### src/rtl/mem_access_unit_if.sv
// Bus bundle for mem_access_unit: pipeline request/response channel and memory port.
// The unit connects through the slave modport; the master modport is the far side.
interface mem_access_unit_if;
  logic        req_valid;
  logic        req_ready;
  logic        req_read;
  logic        req_write;
  logic [2:0]  req_funct3;
  logic [31:0] req_addr;
  logic [31:0] req_wdata;
  logic        resp_valid;
  logic        resp_err;
  logic [31:0] resp_rdata;
  logic        mem_read;
  logic        mem_write;
  logic [31:0] mem_address;
  logic [31:0] mem_wdata;
  logic [3:0]  mem_byte_enable;
  logic        mem_resp;
  logic [31:0] mem_rdata;

  modport slave (
    input  req_valid, req_read, req_write, req_funct3, req_addr, req_wdata,
    input  mem_resp, mem_rdata,
    output req_ready, resp_valid, resp_err, resp_rdata,
    output mem_read, mem_write, mem_address, mem_wdata, mem_byte_enable
  );

  modport master (
    output req_valid, req_read, req_write, req_funct3, req_addr, req_wdata,
    output mem_resp, mem_rdata,
    input  req_ready, resp_valid, resp_err, resp_rdata,
    input  mem_read, mem_write, mem_address, mem_wdata, mem_byte_enable
  );
endinterface

### src/rtl/mem_access_unit.sv
// RV32I load/store unit: checks alignment and opcode, drives one memory strobe per request,
// lane-shifts store data, extends load data, and optionally times out a silent memory.
module mem_access_unit #(
  parameter int unsigned TIMEOUT_CYCLES = 0
) (
  input  logic             clk,
  input  logic             rst,
  mem_access_unit_if.slave bus
);

  localparam int unsigned CNT_W = (TIMEOUT_CYCLES < 2) ? 1 : $clog2(TIMEOUT_CYCLES + 1);
  localparam logic [CNT_W-1:0] CNT_LIMIT = CNT_W'(TIMEOUT_CYCLES);

  typedef enum logic [1:0] {IDLE, ACCESS, RESP} state_t;

  state_t            state_q, state_d;
  logic [31:0]       addr_q, addr_d;
  logic [2:0]        funct3_q, funct3_d;
  logic [31:0]       wdata_q, wdata_d;
  logic              is_read_q, is_read_d;
  logic              resp_err_q, resp_err_d;
  logic [31:0]       resp_rdata_q, resp_rdata_d;
  logic [CNT_W-1:0]  cnt_q, cnt_d;

  logic              f3_illegal;
  logic              misaligned;
  logic              req_err;
  logic [7:0]        load_byte;
  logic [15:0]       load_half;
  logic [31:0]       load_data;
  logic [31:0]       store_wdata;
  logic [3:0]        store_be;

  always_ff @(posedge clk) begin
    if (rst) begin
      state_q      <= IDLE;
      addr_q       <= '0;
      funct3_q     <= '0;
      wdata_q      <= '0;
      is_read_q    <= 1'b0;
      resp_err_q   <= 1'b0;
      resp_rdata_q <= '0;
      cnt_q        <= '0;
    end else begin
      state_q      <= state_d;
      addr_q       <= addr_d;
      funct3_q     <= funct3_d;
      wdata_q      <= wdata_d;
      is_read_q    <= is_read_d;
      resp_err_q   <= resp_err_d;
      resp_rdata_q <= resp_rdata_d;
      cnt_q        <= cnt_d;
    end
  end

  // Request decode on live inputs, lane handling on the latched request.
  always_comb begin
    f3_illegal = 1'b0;
    misaligned = 1'b0;
    if (bus.req_read) begin
      case (bus.req_funct3)
        3'b011, 3'b110, 3'b111: f3_illegal = 1'b1;
        default:                f3_illegal = 1'b0;
      endcase
    end else begin
      f3_illegal = (bus.req_funct3 > 3'b010);
    end
    case (bus.req_funct3[1:0])
      2'b01:   misaligned = bus.req_addr[0];
      2'b10:   misaligned = |bus.req_addr[1:0];
      default: misaligned = 1'b0;
    endcase
    req_err = (bus.req_read == bus.req_write) || f3_illegal || misaligned;

    case (addr_q[1:0])
      2'b00:   load_byte = bus.mem_rdata[7:0];
      2'b01:   load_byte = bus.mem_rdata[15:8];
      2'b10:   load_byte = bus.mem_rdata[23:16];
      default: load_byte = bus.mem_rdata[31:24];
    endcase
    load_half = addr_q[1] ? bus.mem_rdata[31:16] : bus.mem_rdata[15:0];
    case (funct3_q)
      3'b000:  load_data = {{24{load_byte[7]}}, load_byte};
      3'b100:  load_data = {24'h0, load_byte};
      3'b001:  load_data = {{16{load_half[15]}}, load_half};
      3'b101:  load_data = {16'h0, load_half};
      default: load_data = bus.mem_rdata;
    endcase

    case (funct3_q[1:0])
      2'b00: begin
        store_wdata = {4{wdata_q[7:0]}};
        store_be    = 4'b0001 << addr_q[1:0];
      end
      2'b01: begin
        store_wdata = {2{wdata_q[15:0]}};
        store_be    = 4'b0011 << addr_q[1:0];
      end
      default: begin
        store_wdata = wdata_q;
        store_be    = 4'b1111;
      end
    endcase
  end

  // Next state; errors detected at accept skip the memory and report straight away.
  always_comb begin
    state_d      = state_q;
    addr_d       = addr_q;
    funct3_d     = funct3_q;
    wdata_d      = wdata_q;
    is_read_d    = is_read_q;
    resp_err_d   = resp_err_q;
    resp_rdata_d = resp_rdata_q;
    cnt_d        = cnt_q;
    case (state_q)
      IDLE: begin
        if (bus.req_valid) begin
          addr_d    = bus.req_addr;
          funct3_d  = bus.req_funct3;
          wdata_d   = bus.req_wdata;
          is_read_d = bus.req_read;
          if (req_err) begin
            state_d      = RESP;
            resp_err_d   = 1'b1;
            resp_rdata_d = '0;
          end else begin
            state_d = ACCESS;
            cnt_d   = CNT_W'(1);
          end
        end
      end
      ACCESS: begin
        if (bus.mem_resp) begin
          state_d      = RESP;
          resp_err_d   = 1'b0;
          resp_rdata_d = is_read_q ? load_data : 32'h0;
        end else if ((TIMEOUT_CYCLES != 0) && (cnt_q == CNT_LIMIT)) begin
          state_d      = RESP;
          resp_err_d   = 1'b1;
          resp_rdata_d = '0;
        end else begin
          cnt_d = cnt_q + CNT_W'(1);
        end
      end
      RESP:    state_d = IDLE;
      default: state_d = IDLE;
    endcase
  end

  always_comb begin
    bus.req_ready       = (state_q == IDLE);
    bus.resp_valid      = (state_q == RESP);
    bus.resp_err        = resp_err_q;
    bus.resp_rdata      = resp_rdata_q;
    bus.mem_read        = 1'b0;
    bus.mem_write       = 1'b0;
    bus.mem_address     = '0;
    bus.mem_wdata       = '0;
    bus.mem_byte_enable = '0;
    if (state_q == ACCESS) begin
      bus.mem_read        = is_read_q;
      bus.mem_write       = !is_read_q;
      bus.mem_address     = {addr_q[31:2], 2'b00};
      bus.mem_wdata       = is_read_q ? 32'h0 : store_wdata;
      bus.mem_byte_enable = is_read_q ? 4'b1111 : store_be;
    end
  end

endmodule
### src/flat_wrapper.sv
// flat-port wrapper written by rule: the top's interface ports become plain ports
module mem_access_unit_flat 
#(
  parameter int unsigned TIMEOUT_CYCLES = 0
)
  (clk, rst, bus_req_valid, bus_req_read, bus_req_write, bus_req_funct3, bus_req_addr, bus_req_wdata, bus_mem_resp, bus_mem_rdata, bus_req_ready, bus_resp_valid, bus_resp_err, bus_resp_rdata, bus_mem_read, bus_mem_write, bus_mem_address, bus_mem_wdata, bus_mem_byte_enable);
  mem_access_unit_if bus_i ();
  input  logic clk;
  input  logic rst;
  input wire logic [$bits(bus_i.req_valid)-1:0] bus_req_valid;
  input wire logic [$bits(bus_i.req_read)-1:0] bus_req_read;
  input wire logic [$bits(bus_i.req_write)-1:0] bus_req_write;
  input wire logic [$bits(bus_i.req_funct3)-1:0] bus_req_funct3;
  input wire logic [$bits(bus_i.req_addr)-1:0] bus_req_addr;
  input wire logic [$bits(bus_i.req_wdata)-1:0] bus_req_wdata;
  input wire logic [$bits(bus_i.mem_resp)-1:0] bus_mem_resp;
  input wire logic [$bits(bus_i.mem_rdata)-1:0] bus_mem_rdata;
  output wire logic [$bits(bus_i.req_ready)-1:0] bus_req_ready;
  output wire logic [$bits(bus_i.resp_valid)-1:0] bus_resp_valid;
  output wire logic [$bits(bus_i.resp_err)-1:0] bus_resp_err;
  output wire logic [$bits(bus_i.resp_rdata)-1:0] bus_resp_rdata;
  output wire logic [$bits(bus_i.mem_read)-1:0] bus_mem_read;
  output wire logic [$bits(bus_i.mem_write)-1:0] bus_mem_write;
  output wire logic [$bits(bus_i.mem_address)-1:0] bus_mem_address;
  output wire logic [$bits(bus_i.mem_wdata)-1:0] bus_mem_wdata;
  output wire logic [$bits(bus_i.mem_byte_enable)-1:0] bus_mem_byte_enable;
  assign bus_i.req_valid = bus_req_valid;
  assign bus_i.req_read = bus_req_read;
  assign bus_i.req_write = bus_req_write;
  assign bus_i.req_funct3 = bus_req_funct3;
  assign bus_i.req_addr = bus_req_addr;
  assign bus_i.req_wdata = bus_req_wdata;
  assign bus_i.mem_resp = bus_mem_resp;
  assign bus_i.mem_rdata = bus_mem_rdata;
  assign bus_req_ready = bus_i.req_ready;
  assign bus_resp_valid = bus_i.resp_valid;
  assign bus_resp_err = bus_i.resp_err;
  assign bus_resp_rdata = bus_i.resp_rdata;
  assign bus_mem_read = bus_i.mem_read;
  assign bus_mem_write = bus_i.mem_write;
  assign bus_mem_address = bus_i.mem_address;
  assign bus_mem_wdata = bus_i.mem_wdata;
  assign bus_mem_byte_enable = bus_i.mem_byte_enable;
  mem_access_unit #(.TIMEOUT_CYCLES(TIMEOUT_CYCLES)) u_core (.clk(clk), .rst(rst), .bus(bus_i));
endmodule
### config.mk
export PLATFORM = sky130hd
export DESIGN_NAME = mem_access_unit_flat
export DESIGN_NICKNAME = d
export VERILOG_FILES = /design/src/rtl/mem_access_unit_if.sv /design/src/rtl/mem_access_unit.sv /design/src/flat_wrapper.sv
export SDC_FILE = /design/constraint.sdc
export NUM_CORES = 1
export LEC_CHECK = 0
export CAP_MARGIN = 30
export CORE_UTILIZATION = 47
export CTS_BUF_LIST = sky130_fd_sc_hd__clkbuf_16
export DETAILED_ROUTE_END_ITERATION = 10
export PLACE_DENSITY = 0.87
export SKIP_CTS_REPAIR_TIMING = 1
export SKIP_LAST_GASP = 1
export SLEW_MARGIN = 20
export SYNTH_ARGS = -nofsm -noshare
export SYNTH_HDL_FRONTEND = slang
export SYNTH_SLANG_ARGS = --single-unit
### constraint.sdc
create_clock -name clk -period 3 [get_ports clk]
set_clock_uncertainty 0.15 [all_clocks]
set_input_delay 0.3 -clock clk [delete_from_list [all_inputs] [get_ports clk]]
set_output_delay 0.3 -clock clk [all_outputs]
set_load 0.03 [all_outputs]
==> results.toml, run 1 <==
[run_status]
status = "completed"

[global_routing]
antenna_found_initial = 0
grt-ovfl-total = 0
first_global_vias = 5375
grt_pass1_wl_um = 25800
grt_max_degree = 66
grt_usage_pct = 28.5

[critical_path]
crit_slowest_cell = "clkdlybuf4s50_1"
startpoint_type = "flip-flop"
critical_path.top_delay_family = "buffers and inverters"
worstPathArrival_ps = 2360
critical_path.max_stage_delay_ps = 700
crit_path_end_kind = "output port"
worstRegToRegCells = 6
cp.depth = 5
cp_max_fo = 16
crit_buf_inv = 2
crit_path_cell_trace = "and2b_4 > nand2b_1 > buf_4 > nor2_1 > clkdlybuf4s50_1"
cp.required_ps = 2550
critPathKind = "flip-flop to output port"

[sta]
setup_tns_ps = 0
setup_viol = 0
rsz0062_at_grt = "false"
hold_ws_ps = 262
drv_slew = 0
period_needed_ps = 2810
slew_headroom_pct = 56.3
worst_pin_slew_ps = 656
finalWorstSetupSlack_ps = 191
fin_crit_sh_pct = 93.6
fmaxAchievable_mhz = 356
hold_violations = 0

[clock_tree]
clk_latency_ps = 340
h-tree-depth = 3
cts-root-buf = "clkbuf_16"
cts.sinks = 103
clk_pin_slew_ps = 70
cts_tree = "built"
cts_buffers = 9
cts_max_path_buffers = 2

[cells_and_area]
final_core_util_pct = 71.9
antenna_cells = 0
drive_gt1_share_pct = 6.64
syn2layout_area_growth_pct = 46.7
fin_nets = 946

[routing]
postRouteAntennaNets = 0
vias = 5326
routedWlPerCell_um = 16.5
viasPerCell = 5.44
drtPass1Iterations = 5
wl_um = 16200
drc_errors = 0
drt_iter0_markers = 304

[synth]
synth_top_area_share_pct = 40.2
ys_seq_elements = 103
netlist_instances = 662
synthFlopType = "dfxtp_1"
synth_top_area_cell = "dfxtp_1"
yosysUniqueCellTypes = 42
synth.cell_area_um2 = 5130
async_flop_share_pct = 0
synth_most_common_cell = "nand2_1"
synth_edf_count = 0
synthTopCellsByArea = "dfxtp_1 40%, nand2_1 11%, a21oi_1 11%, mux2i_1 6.2%, and2_1 4.8%"
ys_top_cells_by_count = "154 x nand2_1, 109 x a21oi_1, 103 x dfxtp_1"
yosysSeqAreaShare_pct = 40.2
yosysWarningCount = 0
avgSynthCellArea_um2 = 7.75

[floorplan]
core_area_um2 = 10500
num_rows = 37
die_w_um = 106
start_util_pct = 49.0
die_y_um = 106
die_area_um2 = 11300
ios = 210

[worst_hold_path]
hold_depth = 2
hold_class = "input port to flip-flop"

[placement]
place_hpwl_um = 11700
numPortBuffers = 207
dp_slack_ps = 389
place_congestion = 0.931

[power_and_ir_drop]
power_density_nw_per_um2 = 420
ir_drop_mv = 0.325
cellLeakagePower_uw = 0.00276

[flow_run]
max-cap-violations = 0
[registers in the layout, indices dropped and copies added, names as in the netlist]
signal,count
u_core.is_read_q,1
u_core.bus.resp_rdata,32
u_core.bus.resp_err,1
u_core.funct3_q,3
u_core.wdata_q,32
u_core.state_q,2
u_core.addr_q,32
[final timing paths]
path / to / from / slack (ps)
max: bus_mem_wdata[22] / u_core.state_q[1]$_SDFFE_PP0P_ / 190
min: u_core.addr_q[1]$_SDFFE_PP0P_ / rst / 260
max reg2reg: u_core.bus.resp_rdata[3]$_SDFFE_PP0P_ / u_core.state_q[1]$_SDFFE_PP0P_ / 690
min reg2reg: u_core.addr_q[30]$_SDFFE_PP0P_ / u_core.addr_q[30]$_SDFFE_PP0P_ / 300
[where the power goes]
group	internal (µW)	switching (µW)
clock	554	509
combinational	280	330
sequential	1430	51.4
[stage by stage]
step | std cells | power [µW] | area, µm²
floorplan | 663 | 1850 | 5130
global placement | 962 | 2090 | 7250
CTS | 979 | 3160 | 7520
finish | 979 | 3160 | 7520
global route | 979 | 3290 | 7520
detailed placement | 963 | 2120 | 7260
[metal layers]
| layer | wire length, µm | global-route usage, % | share of wire, % | up-vias |
|---|---|---|---|---|
| met5 | 0 | 0 | 0 | - |
| met4 | 380 | 11.0 | 2.3 | 0 |
| met3 | 1520 | 7.17 | 9.4 | 35 |
| met2 | 7960 | 49.7 | 49 | 269 |
| met1 | 6330 | 33.3 | 39 | 2453 |
| li1 | - | - | - | 2569 |
[cell families after synthesis]
family | Yosys count | synth area share (%)
DFF | 103 | 40.2
muxes | 41 | 8.22
adders and majority gates | 3 | 0.732
buffers and inverters | 77 | 6.39
AOI/OAI and AO/OA | 172 | 21.3
and+or+nand+nor | 265 | 23.0
other | 1 | 0.0731
[cells in the final DEF, fill, tap and decap left out, types with 2 or more instances in the layout]
cell	n
a22o_1	2
nor2b_1	3
buf_4	12
buf_12	2
nor2_1	41
a221o_1	7
nand2_1	153
and2_1	38
inv_1	20
clkdlybuf4s50_1	206
a31oi_1	8
o21ai_1	2
clkinvlp_4	2
mux2i_1	32
o221ai_1	7
conb_1	2
dfxtp_1	102
mux2_2	9
ha_1	3
o2bb2ai_2	10
o2bb2ai_1	7
a211o_1	2
a21oi_1	109
nand2b_1	18
o21ai_0	11
clkbuf_16	9
clkinv_1	3
a211oi_1	2
[layout make-up]
type                       instances  area [µm²]
sequential                       103        2060
clock inverter                     7        40.0
timing repair buffer             221        2200
tap                              136         170
clock buffer                       9         225
fill                             807        2940
multi-input combinational        483        2750
inverter                          20        75.1
Note: power is estimated with default switching activity, not from simulation.
==> inputs of run 2 (changes only) <==
Settings changed: CORE_ASPECT_RATIO from default to 1.4.
==> run 2 against run 1 <==
  * Clock-buffer cell count unchanged
  * Non-clock buffer count unchanged
  * Power grew 4.5%
  * Sequential power about the same
  * Setup slack worse by 31 ps
  * Critical path type unchanged
  * Die area barely moved
  * Via count decreased by 0.17%
  * Wire length rose by 0.39%
==> results.toml, run 2 (synthesis gave the netlist of run 1 again) <==
[global_routing]
grt_usage_pct = 28.3
grt_max_degree = 54
use_met1_pct = 31.3
busiest_layer = "met2"
antenna_found_initial = 0
gr-usage-met2_pct = 52.2
met3_usage_pct = 5.41
grt_pass1_wl_um = 25700
grt-ovfl-total = 0
first_global_vias = 5286

[flow_run]
max-cap-violations = 0

[sta]
drv_slew = 0
rsz0062_at_grt = "false"
slew_headroom_pct = 53.9
worst_pin_slew_ps = 691
fmaxAchievable_mhz = 352
hold_violations = 0
fin_crit_sh_pct = 94.7
setup_viol = 0
hold_ws_ps = 301
period_needed_ps = 2840
setup_tns_ps = 0

[clock_tree]
cts-root-buf = "clkbuf_16"
h-tree-depth = 3
cts_max_path_buffers = 2
cts.sinks = 103
clk_latency_ps = 340
clk_pin_slew_ps = 70
cts_tree = "built"
cts_buffers = 9

[critical_path]
cp.required_ps = 2550
worstReg2RegStart = "u_core.addr_q[1]$_SDFFE_PP0P_"
worstRegToRegCells = 5
critical_path.top_delay_family = "buffers and inverters"
crit_path_cell_trace = "and2b_4 > nand2b_1 > buf_4 > a21oi_1 > clkdlybuf4s50_1"
worstPathArrival_ps = 2390
cp_max_fo = 25
crit_path_end_kind = "output port"
startpoint_type = "flip-flop"
critical_path.max_stage_delay_ps = 720
crit_slowest_cell = "clkdlybuf4s50_1"
crit_buf_inv = 2
r2r_slack_ps = 600
critPathKind = "flip-flop to output port"
reg2reg_to = "u_core.bus.resp_rdata[10]$_SDFFE_PP0P_"

[routing]
drt_iter0_markers = 348
wl_um = 16300
vias = 5317
routedWlPerCell_um = 16.6
drc_errors = 0
drtPass1Iterations = 7
postRouteAntennaNets = 0
viasPerCell = 5.42

[power_and_ir_drop]
ir_drop_mv = 0.358
power.total_uw = 3300
power_density_nw_per_um2 = 437
cellLeakagePower_uw = 0.00280

[placement]
place_congestion = 0.907
numPortBuffers = 207
place_hpwl_um = 11900

[cells_and_area]
final_core_util_pct = 71.8
syn2layout_area_growth_pct = 47.1
layout_common_cells = "198 x clkdlybuf4s50_1, 153 x nand2_1, 109 x a21oi_1, 102 x dfxtp_1, 41 x nor2_1"
final_common_cell = "clkdlybuf4s50_1"
drive_gt1_share_pct = 7.83
fin_nets = 946
nFillCells = 858
antenna_cells = 0

[floorplan]
die_area_um2 = 11300
start_util_pct = 48.8
core_area_um2 = 10500
ios = 210
die_y_um = 126
num_rows = 44
die_w_um = 90.3

[worst_hold_path]
min_to = "u_core.addr_q[19]$_SDFFE_PP0P_"
min-delay-start = "u_core.addr_q[19]$_SDFFE_PP0P_"
hold_depth = 2
hold_class = "flip-flop to flip-flop"

[run_status]
status = "completed"
## run 2: cell types whose count changed in the layout (fill, tap and decap cells not counted), sizes merged
cell           previous run  this run
inv                      20        23
clkinv                    5         3
bufinv                    0         1
buf                      15        23
clkinvlp                  2         0
clkdlybuf4s50           206       198
## run 2: final cells by class
cell class | instances | area, µm² | share of cell area, %
clock buffers | 9 | 225 | 2.99
repair buffers | 221 | 2180 | 28.9
clock inverters | 7 | 80.1 | 1.06
inverters | 20 | 75.1 | 0.995
flip-flops and latches | 103 | 2060 | 27.3
multi-input cells | 483 | 2750 | 36.5
well taps | 138 | 173 | 2.29
## run 2: worst max path at each step
stage | start | to | slack, ps | cells after the start
2_1_floorplan | u_core.funct3_q[1]$_SDFFE_PP0P_ | bus_mem_wdata[19] | 850 | 5
3_3_place_gp | bus_req_funct3[0] | u_core.bus.resp_err$_SDFFE_PP0P_ | 460 | 9
3_5_place_dp | bus_req_funct3[0] | u_core.bus.resp_err$_SDFFE_PP0P_ | 360 | 9
4_1_cts | u_core.state_q[0]$_SDFFE_PP0P_ | bus_mem_wdata[15] | 150 | 5
5_1_grt | u_core.state_q[0]$_SDFFE_PP0P_ | bus_mem_write | 60 | 5
6_report | u_core.state_q[0]$_SDFFE_PP0P_ | bus_mem_wdata[15] | 160 | 5
## run 2: worst min-delay path, delay by kind of cell (launching register included)
| family | cells | cell delay [ps] |
|---|---|---|
| DFF | 1 | 300 |
| and+or+nand+nor | 1 | 50 |
| AOI/OAI and AO/OA | 1 | 50 |
## run 2: power breakdown
part	internal, µW	total, µW	switching (µW)
logic	280	611	331
clock network	660	1210	547
registers	1430	1480	50.6
total	2370	3300	928
## run 2: layer usage
layer,share of wire [%],vias to the layer above
li1,-,2568
met1,38,2485
met2,53,230
met3,6.9,34
met4,2.7,0
met5,0,-
## run 2: per-stage QoR
stage          area [µm²]  instances  setup slack (ps)
6_report             7540        981               160
3_3_place_gp         7240        965               465
3_5_place_dp         7240        965               356
4_1_cts              7540        981               148
5_1_grt              7540        981              55.4
2_1_floorplan        5130        663               846
==> inputs of run 3 (changes only) <==
Settings changed: ABC_CLOCK_PERIOD_IN_PS from default to 3000.
==> results of run 3 <==
Final layout, timing and power as in run 2 (identical DEF).
